## config.mk

```make
export PLATFORM = sky130hd
export DESIGN_NAME = mux4_rr_sched
export DESIGN_NICKNAME = d
export VERILOG_FILES = /design/src/rtl/mux4_sched_pkg.sv /design/src/rtl/rr_pick4.sv /design/src/rtl/mux4_rr_sched.sv
export SDC_FILE = /design/constraint.sdc
export NUM_CORES = 1
export LEC_CHECK = 0
export CORE_MARGIN = 5
export CORE_UTILIZATION = 31
export DETAILED_ROUTE_END_ITERATION = 12
export GPL_TIMING_DRIVEN = 0
export HOLD_SLACK_MARGIN = 0.05
export PLACE_DENSITY = 0.7
export SLEW_MARGIN = 5
export SYNTH_ARGS = -nofsm -noshare
export SYNTH_HDL_FRONTEND = slang
export SYNTH_SLANG_ARGS = --single-unit
export TNS_END_PERCENT = 100
```

## constraint.sdc

```tcl
create_clock -name clk -period 2.1 [get_ports clk]
set_input_delay 0.21 -clock clk [delete_from_list [all_inputs] [get_ports clk]]
set_output_delay 0.21 -clock clk [all_outputs]
set_load 0.005 [all_outputs]
```

## src/rtl/mux4_sched_pkg.sv

```systemverilog
// Shared constants, lock-state encoding and a one-hot helper for the 4-way
// round-robin capture scheduler.
package mux4_sched_pkg;

  localparam int N_REQ = 4;
  localparam int SEL_W = 2;

  typedef enum logic {
    LOCK_UNLOCKED = 1'b0,
    LOCK_LOCKED   = 1'b1
  } lock_state_e;

  function automatic logic [N_REQ-1:0] idx_to_onehot(input logic [SEL_W-1:0] idx);
    return 4'b0001 << idx;
  endfunction

endpackage

```

## src/rtl/rr_pick4.sv

```systemverilog
// Combinational rotating-priority picker: first set request at or after ptr,
// wrapping modulo 4.
module rr_pick4
  import mux4_sched_pkg::*;
(
  input  logic [N_REQ-1:0] req_i,
  input  logic [SEL_W-1:0] ptr_i,
  output logic [N_REQ-1:0] onehot_o,
  output logic [SEL_W-1:0] idx_o,
  output logic             found_o
);

  logic [SEL_W-1:0] cand_s;

  // Walk from the farthest offset down so the nearest-to-ptr request wins.
  always_comb begin
    idx_o   = 2'd0;
    found_o = 1'b0;
    cand_s  = 2'd0;
    for (int k = N_REQ - 1; k >= 0; k--) begin
      cand_s = ptr_i + SEL_W'(k);
      if (req_i[cand_s]) begin
        idx_o   = cand_s;
        found_o = 1'b1;
      end else begin
        idx_o   = idx_o;
        found_o = found_o;
      end
    end
  end

  assign onehot_o = found_o ? idx_to_onehot(idx_o) : 4'b0000;

endmodule

```

## src/rtl/mux4_rr_sched.sv

```systemverilog
// 4-input round-robin capture mux with a one-word registered output stage.
// Optional burst lock (req_last port) is built when MUX4_SCHED_LOCK_EN is defined.
module mux4_rr_sched
  import mux4_sched_pkg::*;
#(
  parameter int DATA_W = 8
) (
  input  logic                    clk,
  input  logic                    areset_n,
  input  logic [N_REQ-1:0]        req,
  input  logic [N_REQ*DATA_W-1:0] din,
`ifdef MUX4_SCHED_LOCK_EN
  input  logic [N_REQ-1:0]        req_last,
`endif
  output logic [N_REQ-1:0]        gnt,
  output logic [SEL_W-1:0]        sel,
  output logic                    out_valid,
  input  logic                    out_ready,
  output logic [DATA_W-1:0]       out_data,
  output logic [SEL_W-1:0]        out_src
);

  logic [SEL_W-1:0]  ptr_q, ptr_d;
  logic              valid_q, valid_d;
  logic [DATA_W-1:0] data_q, data_d;
  logic [SEL_W-1:0]  src_q, src_d;

  logic [N_REQ-1:0]  elig_s;
  logic [N_REQ-1:0]  pick_oh_s;
  logic [SEL_W-1:0]  pick_idx_s;
  logic              pick_found_s;
  logic              capture_s;

`ifdef MUX4_SCHED_LOCK_EN
  lock_state_e       lock_q, lock_d;
  logic [SEL_W-1:0]  owner_q, owner_d;

  // While locked, only the burst owner may be picked.
  always_comb begin
    if (lock_q == LOCK_LOCKED) begin
      elig_s = req & idx_to_onehot(owner_q);
    end else begin
      elig_s = req;
    end
  end
`else
  assign elig_s = req;
`endif

  rr_pick4 u_pick (
    .req_i    (elig_s),
    .ptr_i    (ptr_q),
    .onehot_o (pick_oh_s),
    .idx_o    (pick_idx_s),
    .found_o  (pick_found_s)
  );

  // Reset gates capture so gnt/sel read zero while areset_n is low.
  assign capture_s = areset_n && (!valid_q || out_ready) && pick_found_s;
  assign gnt       = capture_s ? pick_oh_s  : 4'b0000;
  assign sel       = capture_s ? pick_idx_s : 2'd0;

  // Output stage: replace on capture, clear on drain, otherwise hold.
  always_comb begin
    ptr_d   = ptr_q;
    valid_d = valid_q;
    data_d  = data_q;
    src_d   = src_q;
    if (capture_s) begin
      ptr_d   = pick_idx_s + 2'd1;
      valid_d = 1'b1;
      data_d  = din[int'(pick_idx_s)*DATA_W +: DATA_W];
      src_d   = pick_idx_s;
    end else if (out_ready) begin
      valid_d = 1'b0;
    end else begin
      valid_d = valid_q;
    end
  end

`ifdef MUX4_SCHED_LOCK_EN
  // Burst lock: a non-final word locks onto its requester, the final word releases.
  always_comb begin
    lock_d  = lock_q;
    owner_d = owner_q;
    case (lock_q)
      LOCK_UNLOCKED: begin
        if (capture_s && !req_last[pick_idx_s]) begin
          lock_d  = LOCK_LOCKED;
          owner_d = pick_idx_s;
        end else begin
          lock_d  = LOCK_UNLOCKED;
        end
      end
      LOCK_LOCKED: begin
        if (capture_s && req_last[pick_idx_s]) begin
          lock_d = LOCK_UNLOCKED;
        end else begin
          lock_d = LOCK_LOCKED;
        end
      end
      default: begin
        lock_d  = LOCK_UNLOCKED;
        owner_d = 2'd0;
      end
    endcase
  end

  // Lock state register.
  always_ff @(posedge clk or negedge areset_n) begin
    if (!areset_n) begin
      lock_q  <= LOCK_UNLOCKED;
      owner_q <= 2'd0;
    end else begin
      lock_q  <= lock_d;
      owner_q <= owner_d;
    end
  end
`endif

  // Pointer and output register.
  always_ff @(posedge clk or negedge areset_n) begin
    if (!areset_n) begin
      ptr_q   <= 2'd0;
      valid_q <= 1'b0;
      data_q  <= '0;
      src_q   <= 2'd0;
    end else begin
      ptr_q   <= ptr_d;
      valid_q <= valid_d;
      data_q  <= data_d;
      src_q   <= src_d;
    end
  end

  assign out_valid = valid_q;
  assign out_data  = data_q;
  assign out_src   = src_q;

endmodule

```

Yosys cells after proc, flatten, opt, wreduce, memory -nomap -nowiden:

Cells that the tools add are included.

* input bits: 39
* word-level logic and storage cells: 40
* latch bits: 0
* memories: 0
* memory bits (read-only): 0
* flip-flop bits (word level): 13
* memory bits (writable): 0

* muxes and demuxes: 21
* eq/ne operators: 0
* reduce and logical (&&, ||, !) cells: 5
* order comparisons: 4
* bitwise logic cells: 0
* shift-type cells: 2
* multiply operators: 0
* add/sub/neg operators: 4
* div/mod/pow operators: 0

Operators with widths (number)
* indexed part select 32 x 6 -> 8 bit: 1
* less-than comparator 2 x 3 -> 1 bit, second input constant: 4
* 2-to-1 mux 1 bit: 10
* 2-to-1 mux 2 bit: 5
* binary-select mux 1 bit (select 2 bit): 4
* 2-to-1 mux 4 bit: 2
* adder 2 x 1 -> 2 bit, second input constant: 2
* adder 2 bit, second input constant: 2
* << shifter 1 x 2 -> 4 bit, first input constant: 1
* logical AND 1 bit: 2
* nonzero test 2 bit: 1
* logical NOT 1 bit: 1
* logical OR 1 bit: 1

Logic depth before layout (Yosys ltp):

Gate-level depths: netlist (run 1).

* depth in word-level cells: 10
* depth in mapped cells: 6
* gate-level depth less buffers: 5

By module:

A second synthesis (run 1) with hierarchy kept.

* cells, all modules: 78
* area, all modules: 932.1 µm²

By module, submodules not included
* mux4_rr_sched: area each 749.5 µm², times used 1, cells each 49
* rr_pick4: area each 182.7 µm², times used 1, cells each 29

Worst setup path before layout (run 1):

OpenSTA, ideal clock, no wires.

* path type: register to output
* start: register ptr_q[0]
* end: output port gnt[0]
* cell stages (with the launch flop): 7
* arrival time: 1.265 ns
* slack: 0.625 ns
* buffers on the path: 1
* path through: dfrtp_1 nand2b_1 a21oi_1 a221oi_4 or2_1 buf_4 nor2_1

* word-level cells in the longest chain between the ends: 10

Ends and longest elaborated chain
* from (decl): line mux4_rr_sched.sv:23 `logic [SEL_W-1:0] ptr_q, ptr_d;`
* from (signal assigned): line mux4_rr_sched.sv:129 `ptr_q <= ptr_d;`
* adder 2 bit: line rr_pick4.sv:21 `cand_s = ptr_i + SEL_W'(k);`
* binary-select mux 1 bit (select 2 bit): line rr_pick4.sv:22 `if (req_i[cand_s]) begin`
* 2-to-1 mux 1 bit (not written as such): line rr_pick4.sv:22
* 2-to-1 mux 2 bit (4 in series): line rr_pick4.sv:22
* << shifter 1 x 2 -> 4 bit: line mux4_sched_pkg.sv:14 `return 4'b0001 << idx;`
* 2-to-1 mux 4 bit: line rr_pick4.sv:32 `assign onehot_o = found_o ? idx_to_onehot(idx_o) : 4'b0000;`
* 2-to-1 mux 4 bit (*): line mux4_rr_sched.sv:60 `assign gnt = capture_s ? pick_oh_s : 4'b0000;`
* to (decl): line mux4_rr_sched.sv:15 `output logic [N_REQ-1:0] gnt,`

Every way passes the cells marked *; elsewhere a longest branch is shown, timed or not. The select of a mux whose other input is x is not followed.

Worst setup path in the final report (run 1):

* start: register ptr_q[0]
* end: output port gnt[1]

Same word-level chain as after synthesis.

==> results of run 1 <==
[repair_timing]
item | CTS | global route
buffers inserted | 5 | 4
pin swaps | 4 | 3
endpoints found under the setup margin | 6 | 4
hold buffers | 1 | 0
hold endpoints to repair | 13 | 0
resized for setup | 21 | 4
[sequential cells by signal (all words and copies together) (netlist names)]
register / cells
out_valid: 1
out_src: 2
out_data: 8
ptr_q: 2
[cell families (layout without fill, tap and decap cells)]
logic type | count (synthesis) | in the layout
xor+xnor | 1 | 1
flops | 13 | 13
mux | 16 | 16
buf+inv | 10 | 78
simple gates | 26 | 26
compound gates | 17 | 17
[where the power goes]
group          internal, mW  total [mW]  leakage (nW)  switching (mW)
logic                 0.467       0.788         0.531           0.321
registers             0.348       0.419         0.157          0.0708
clock network        0.0734       0.148        0.0150          0.0744
[layer usage]
| metal | global-route usage, % | up-vias | wire (µm) |
|---|---|---|---|
| met5 | 0 | - | 0 |
| met4 | 3.90 | 0 | 19 |
| met3 | 5.51 | 2 | 255 |
| met2 | 26.3 | 37 | 1400 |
| met1 | 17.3 | 432 | 1120 |
| li1 | - | 439 | - |
[worst min path at each step]
stage                  end  cells after the start        from
3_3_place_gp    out_src[1]                      1  out_src[1]
2_1_floorplan  out_data[0]                      0    areset_n
6_report         out_valid                      3    areset_n
5_1_grt          out_valid                      3    areset_n
4_1_cts          out_valid                      3    areset_n
3_5_place_dp    out_src[0]                      2  out_src[0]
[cell type report]
cell class                 instances  area share, %
buffer                             4           2.38
clock buffer                       4           1.67
inverter                           5           1.19
multi-input combinational         60           32.0
sequential                        13           20.7
tap                               31           2.46
timing repair buffer              65           39.6
[layout by cell type (no fill, tap or decap), types with 2 or more instances in the layout]
master,Yosys,layout
nand2b_4,0,2
clkbuf_1,1,2
clkbuf_4,0,3
o221ai_2,5,5
mux2i_1,16,16
inv_1,4,3
clkdlybuf4s15_1,0,2
clkdlybuf4s50_1,0,45
buf_4,1,8
dfrtp_1,13,12
buf_6,3,4
dlygate4sd2_1,0,5
inv_2,1,2
nor2_1,4,4
nand2_1,13,13
clkdlybuf4s15_2,0,2
o221ai_1,3,3
nand2b_1,3,3
[worst reg2reg max path: cells and delay by family (launching register included)]
family,cells,cell delay (ps)
compound gates,3,680
buf+inv,4,410
flops,1,370
simple gates,1,170
==> impl_metrics.py, run 1 <==
metrics = {
    "outcome": {
        "outcome": "finished clean",
    },
    "timing": {
        "period_share_pct": 94.4,
        "final_max_slew_viol_count": 0,
        "setup_tns_ps": 0,
        "slew_headroom_pct": 62.9,
        "finClkSkew_ps": 3.63,
        "hold_viol_final": 0,
        "holdWs_ps": 297,
        "period_minus_slack_ps": 1980,
        "setup_viol": 0,
        "fmax_ghz": 0.505,
        "layout_setup_ws_ps": 118,
        "worst_slew_pin_slew_ps": 555,
    },
    "die": {
        "io_pins": 56,
        "die_w_um": 63.3,
        "core_um2": 2730,
        "rows": 19,
        "initial_core_util_pct": 32.2,
        "die_area_um2": 4000,
        "chipHeight_um": 63.3,
    },
    "synth": {
        "synthesis.area_um2": 880,
        "synth.top_cell.area_share_pct": 37.0,
        "synth_compound_area_share_pct": 22.5,
        "ys.warnings.count": 0,
        "yosys.area_share.adder_pct": 0,
        "ys.flop_type": "dfrtp_1",
        "ys_seq_area_share_pct": 37.0,
        "synth_edf_count": 0,
        "synth_top_area_cell": "dfrtp_1",
        "synth_cells": 83,
        "ys_ff_latch": 13,
        "yosys.area_share.simple_pct": 14.1,
        "synth_cell_type_count": 26,
        "yosys.cell_count.top_type": "mux2i_1",
        "synth_area_leaders": "dfrtp_1 (37%), mux2i_1 (18%), o221ai_2 (8.5%)",
        "synthArstFlopShare_pct": 100,
        "synth_top_family_by_area": "compound AO/OA/AOI/OAI gates",
        "ys_top_cells_by_count": "mux2i_1 (16), dfrtp_1 (13), nand2_1 (13)",
        "muxShareOfSynthArea_pct": 18.2,
        "avgSynthCellArea_um2": 10.6,
        "syn_nets": 122,
        "synth_xor_area_share_pct": 0.996,
    },
    "setup_path": {
        "critPathSlowestCell": "dfrtp_1",
        "criticalPathCategory": "flip-flop to primary output",
        "reg2reg_depth": 8,
        "endpoint": "gnt[1]",
        "arrival_ps": 1770,
        "crit_chain": "inv_2, a22o_1, a221oi_4, nand2b_4, buf_6, nor2_1, clkdlybuf4s15_2",
        "cp_data_required_time_ps": 1890,
        "cp_max_fo": 4,
        "path_depth": 7,
        "crit_family": "compound AO/OA/AOI/OAI gates",
        "rrSetupSlack_ps": 340,
        "cp-end-kind": "primary output",
        "cp-start-kind": "flip-flop",
        "cpPeakStageDelay_ps": 370,
        "crit_path_start": "ptr_q[0]",
        "cp.buffers_inverters": 3,
        "rr_startpoint": "ptr_q[0]",
        "r2r-end": "out_data[2]",
    },
    "routing": {
        "drt_first_pass_iters": 4,
        "wl_um": 2800,
        "drcViolationCount": 0,
        "via_per_inst": 5.00,
        "drt_first_iter_violations": 11,
        "vias": 910,
        "routedWlPerCell_um": 15.4,
        "drtAntennaViolNets": 0,
    },
    "clocking": {
        "h-tree-depth": 1,
        "cts_max_path_buffers": 2,
        "numCtsBuffers": 3,
        "cts.clk_slew.worst_paths_ps": 70,
        "clk_latency_ps": 260,
        "cts_tree": "done",
        "cts-root-buf": "clkbuf_4",
        "cts.sinks": 13,
    },
    "final_layout": {
        "fillers": 234,
        "drive_gt1_share_pct": 21.9,
        "final_core_util_pct": 57.6,
        "stdcell_count": 182,
        "n_antenna_cell": 0,
        "fin_area_um2": 1580,
        "seqCellArea_um2": 327,
        "multi_input_area_um2": 504,
        "fin_nets": 191,
        "areaGrowthSynthToFinish_pct": 79.1,
    },
    "grt": {
        "grt_max_degree": 14,
        "antenna_found_initial": 0,
        "grt_pass1_wl_um": 4850,
        "track_usage_pct": 15.1,
        "grt_pass1_vias": 1056,
        "grt_overflow": 0,
    },
    "placement": {
        "portBuffers": 55,
        "dp_hpwl_um": 2150,
        "pre_cts_ws_ps": -738,
        "place_congestion": 0.732,
        "place_inst": 169,
        "dpl_cell_area_um2": 1470,
    },
    "pwr": {
        "powerDensity_nw_per_um2": 860,
        "leakagePower_nw": 0.703,
        "p_total_mw": 1.35,
        "irDropWorstVdd_mv": 0.495,
    },
    "worst_hold_path": {
        "min_path_type": "input port to flip-flop",
    },
    "flow_run": {
        "drv_cap": 0,
    },
}
Power figures use the tool's default switching activity.
==> run 2: changes to the inputs <==
--- a/config.mk
+++ b/config.mk
@@ -5,12 +5,14 @@
 export SDC_FILE = /design/constraint.sdc
 export NUM_CORES = 1
 export LEC_CHECK = 0
+export CORE_ASPECT_RATIO = 0.75
 export CORE_MARGIN = 5
 export CORE_UTILIZATION = 31
 export DETAILED_ROUTE_END_ITERATION = 12
 export GPL_TIMING_DRIVEN = 0
 export HOLD_SLACK_MARGIN = 0.05
 export PLACE_DENSITY = 0.7
+export REMOVE_ABC_BUFFERS = 1
 export SLEW_MARGIN = 5
 export SYNTH_ARGS = -nofsm -noshare
 export SYNTH_HDL_FRONTEND = slang
==> run 2 against run 1 <==
Routed wire length rose by 5.9%. Largest power group unchanged. Maximum frequency fell by 1.9%. Via count fell by 0.22%.
==> impl_metrics.py, run 2 (synthesis gave the netlist of run 1 again) <==
metrics = {
    "outcome": {
        "outcome": "finished clean",
    },
    "routing": {
        "via_per_inst": 4.86,
        "drt_first_iter_violations": 21,
        "vias": 908,
        "wl_um": 2960,
        "routedWlPerCell_um": 15.8,
        "drt_first_pass_iters": 4,
        "drtAntennaViolNets": 0,
        "drcViolationCount": 0,
    },
    "grt": {
        "grt_pass1_vias": 1042,
        "antenna_found_initial": 0,
        "track_usage_pct": 15.2,
        "grt_max_degree": 14,
        "grt_overflow": 0,
        "grt_pass1_wl_um": 4900,
    },
    "final_layout": {
        "fin_area_um2": 1630,
        "drive_gt1_share_pct": 23.2,
        "final_core_util_pct": 61.0,
        "seqCellArea_um2": 325,
        "fillers": 245,
        "n_antenna_cell": 0,
        "areaGrowthSynthToFinish_pct": 84.8,
        "fin_nets": 191,
        "largest_register_ffs": 8,
        "final_common_cell": "clkdlybuf4s50_1",
        "stdcell_count": 187,
        "layout_common_cells": "clkdlybuf4s50_1 (45), mux2i_1 (16), nand2_1 (13), dfrtp_1 (13), buf_4 (12)",
        "multi_input_area_um2": 556,
    },
    "setup_path": {
        "cp_data_required_time_ps": 1890,
        "critPathSlowestCell": "clkdlybuf4s50_1",
        "arrival_ps": 1810,
        "rrSetupSlack_ps": 220,
        "crit_path_start": "req[3]",
        "cp-end-kind": "primary output",
        "criticalPathCategory": "input port to primary output",
        "cp_max_fo": 6,
        "rr_startpoint": "ptr_q[1]",
        "cpPeakStageDelay_ps": 450,
        "cp-start-kind": "input port",
        "r2r-end": "out_data[1]",
        "reg2reg_depth": 5,
        "crit_chain": "dlygate4sd2_1, o41ai_4, nand2b_4, buf_4, nor3_4, clkdlybuf4s50_1",
    },
    "worst_hold_path": {
        "whs_path_depth": 3,
        "hold_path.startpoint": "areset_n",
        "whs_endpoint": "out_valid",
        "min_path_type": "input port to flip-flop",
    },
    "timing": {
        "slew_headroom_pct": 53.5,
        "hold_viol_final": 0,
        "setup_viol": 0,
        "layout_setup_ws_ps": 80.1,
        "rsz0062_at_grt": "false",
        "final_max_slew_viol_count": 0,
        "finClkSkew_ps": 0.438,
        "period_share_pct": 96.2,
        "period_minus_slack_ps": 2020,
        "fmax_ghz": 0.495,
        "worst_slew_pin_slew_ps": 697,
    },
    "pwr": {
        "combinationalPowerShare_pct": 55.6,
        "powerDensity_nw_per_um2": 893,
        "p_int_mw": 0.938,
        "p_switching_mw": 0.513,
        "p_sw_share_pct": 35.4,
        "clkPwrFrac_pct": 15.6,
        "p_seq_share_pct": 28.8,
        "leakagePower_nw": 0.738,
        "irDropWorstVdd_mv": 0.344,
    },
    "die": {
        "die_w_um": 71.5,
        "io_pins": 56,
        "die_area_um2": 4010,
        "rows": 16,
        "chipHeight_um": 56.1,
        "core_um2": 2660,
        "initial_core_util_pct": 33.0,
    },
    "placement": {
        "dp_hpwl_um": 1930,
        "dpl_cell_area_um2": 1430,
        "place_congestion": 0.656,
        "portBuffers": 55,
        "place_inst": 169,
        "pre_cts_ws_ps": -973,
    },
    "clocking": {
        "h-tree-depth": 1,
        "numCtsBuffers": 3,
        "cts.sinks": 13,
        "cts_max_path_buffers": 2,
        "cts-root-buf": "clkbuf_8",
        "clk_latency_ps": 240,
        "cts_tree": "done",
        "cts.clk_slew.worst_paths_ps": 60,
    },
    "flow_run": {
        "drv_cap": 0,
    },
}
[run 2: timing repair]
| action | CTS | global route |
|---|---|---|
| cloned | 1 | 0 |
| setup buffers | 12 | 0 |
| endpoints found under the hold margin | 13 | 0 |
| hold buffers | 1 | 0 |
| gates resized for setup | 21 | 7 |
| pin swaps | 6 | 2 |
| endpoints found under the setup margin | 16 | 4 |
[run 2: power groups by stage]
stage / clock network (mW) / registers [mW] / logic [mW]
2_1_floorplan: 0 / 0.414 / 0.347
3_3_place_gp: 0 / 0.413 / 0.683
3_5_place_dp: 0 / 0.414 / 0.694
4_1_cts: 0.223 / 0.418 / 0.800
5_1_grt: 0.240 / 0.432 / 0.870
6_report: 0.226 / 0.419 / 0.807
[run 2: worst max-delay path by stage]
| stage | to | cells past startpoint |
|---|---|---|
| after floorplan | out_data[3] | 5 |
| after global placement | gnt[2] | 6 |
| after detailed placement | gnt[0] | 6 |
| after CTS | sel[0] | 6 |
| after global routing | gnt[2] | 6 |
| final | sel[1] | 6 |
[run 2: layout make-up]
cell class                      instances  share of cell area (%)
Inverter                                5                    1.15
Sequential cell                        13                    20.0
Tap cell                               36                    2.77
Timing Repair Buffer                   68                    39.1
Clock buffer                            4                    2.77
Multi-Input combinational cell         61                    34.2
[run 2: worst max-delay path: cells and delay by family]
| family | cells | cell delay [ps] |
|---|---|---|
| compound gates | 1 | 400 |
| buf+inv | 3 | 920 |
| simple gates | 2 | 270 |
[run 2: through the flow]
stage	setup TNS [ps]	power [mW]	hold WS (ps)
final	0	1.45	238
after global routing	0	1.54	249
after CTS	0	1.44	247
after detailed placement	-10040	1.11	467
after global placement	-9560	1.10	460
after floorplan	0	0.761	-85.6
[run 2: routing by layer]
layer  global-route usage (%)  vias to the layer above  wire (µm)
met1                     19.6                      426       1320
met5                        0                        -          0
met4                     2.95                        0         21
met3                     5.05                        4        255
met2                     24.6                       40       1370
li1                         -                      438          -
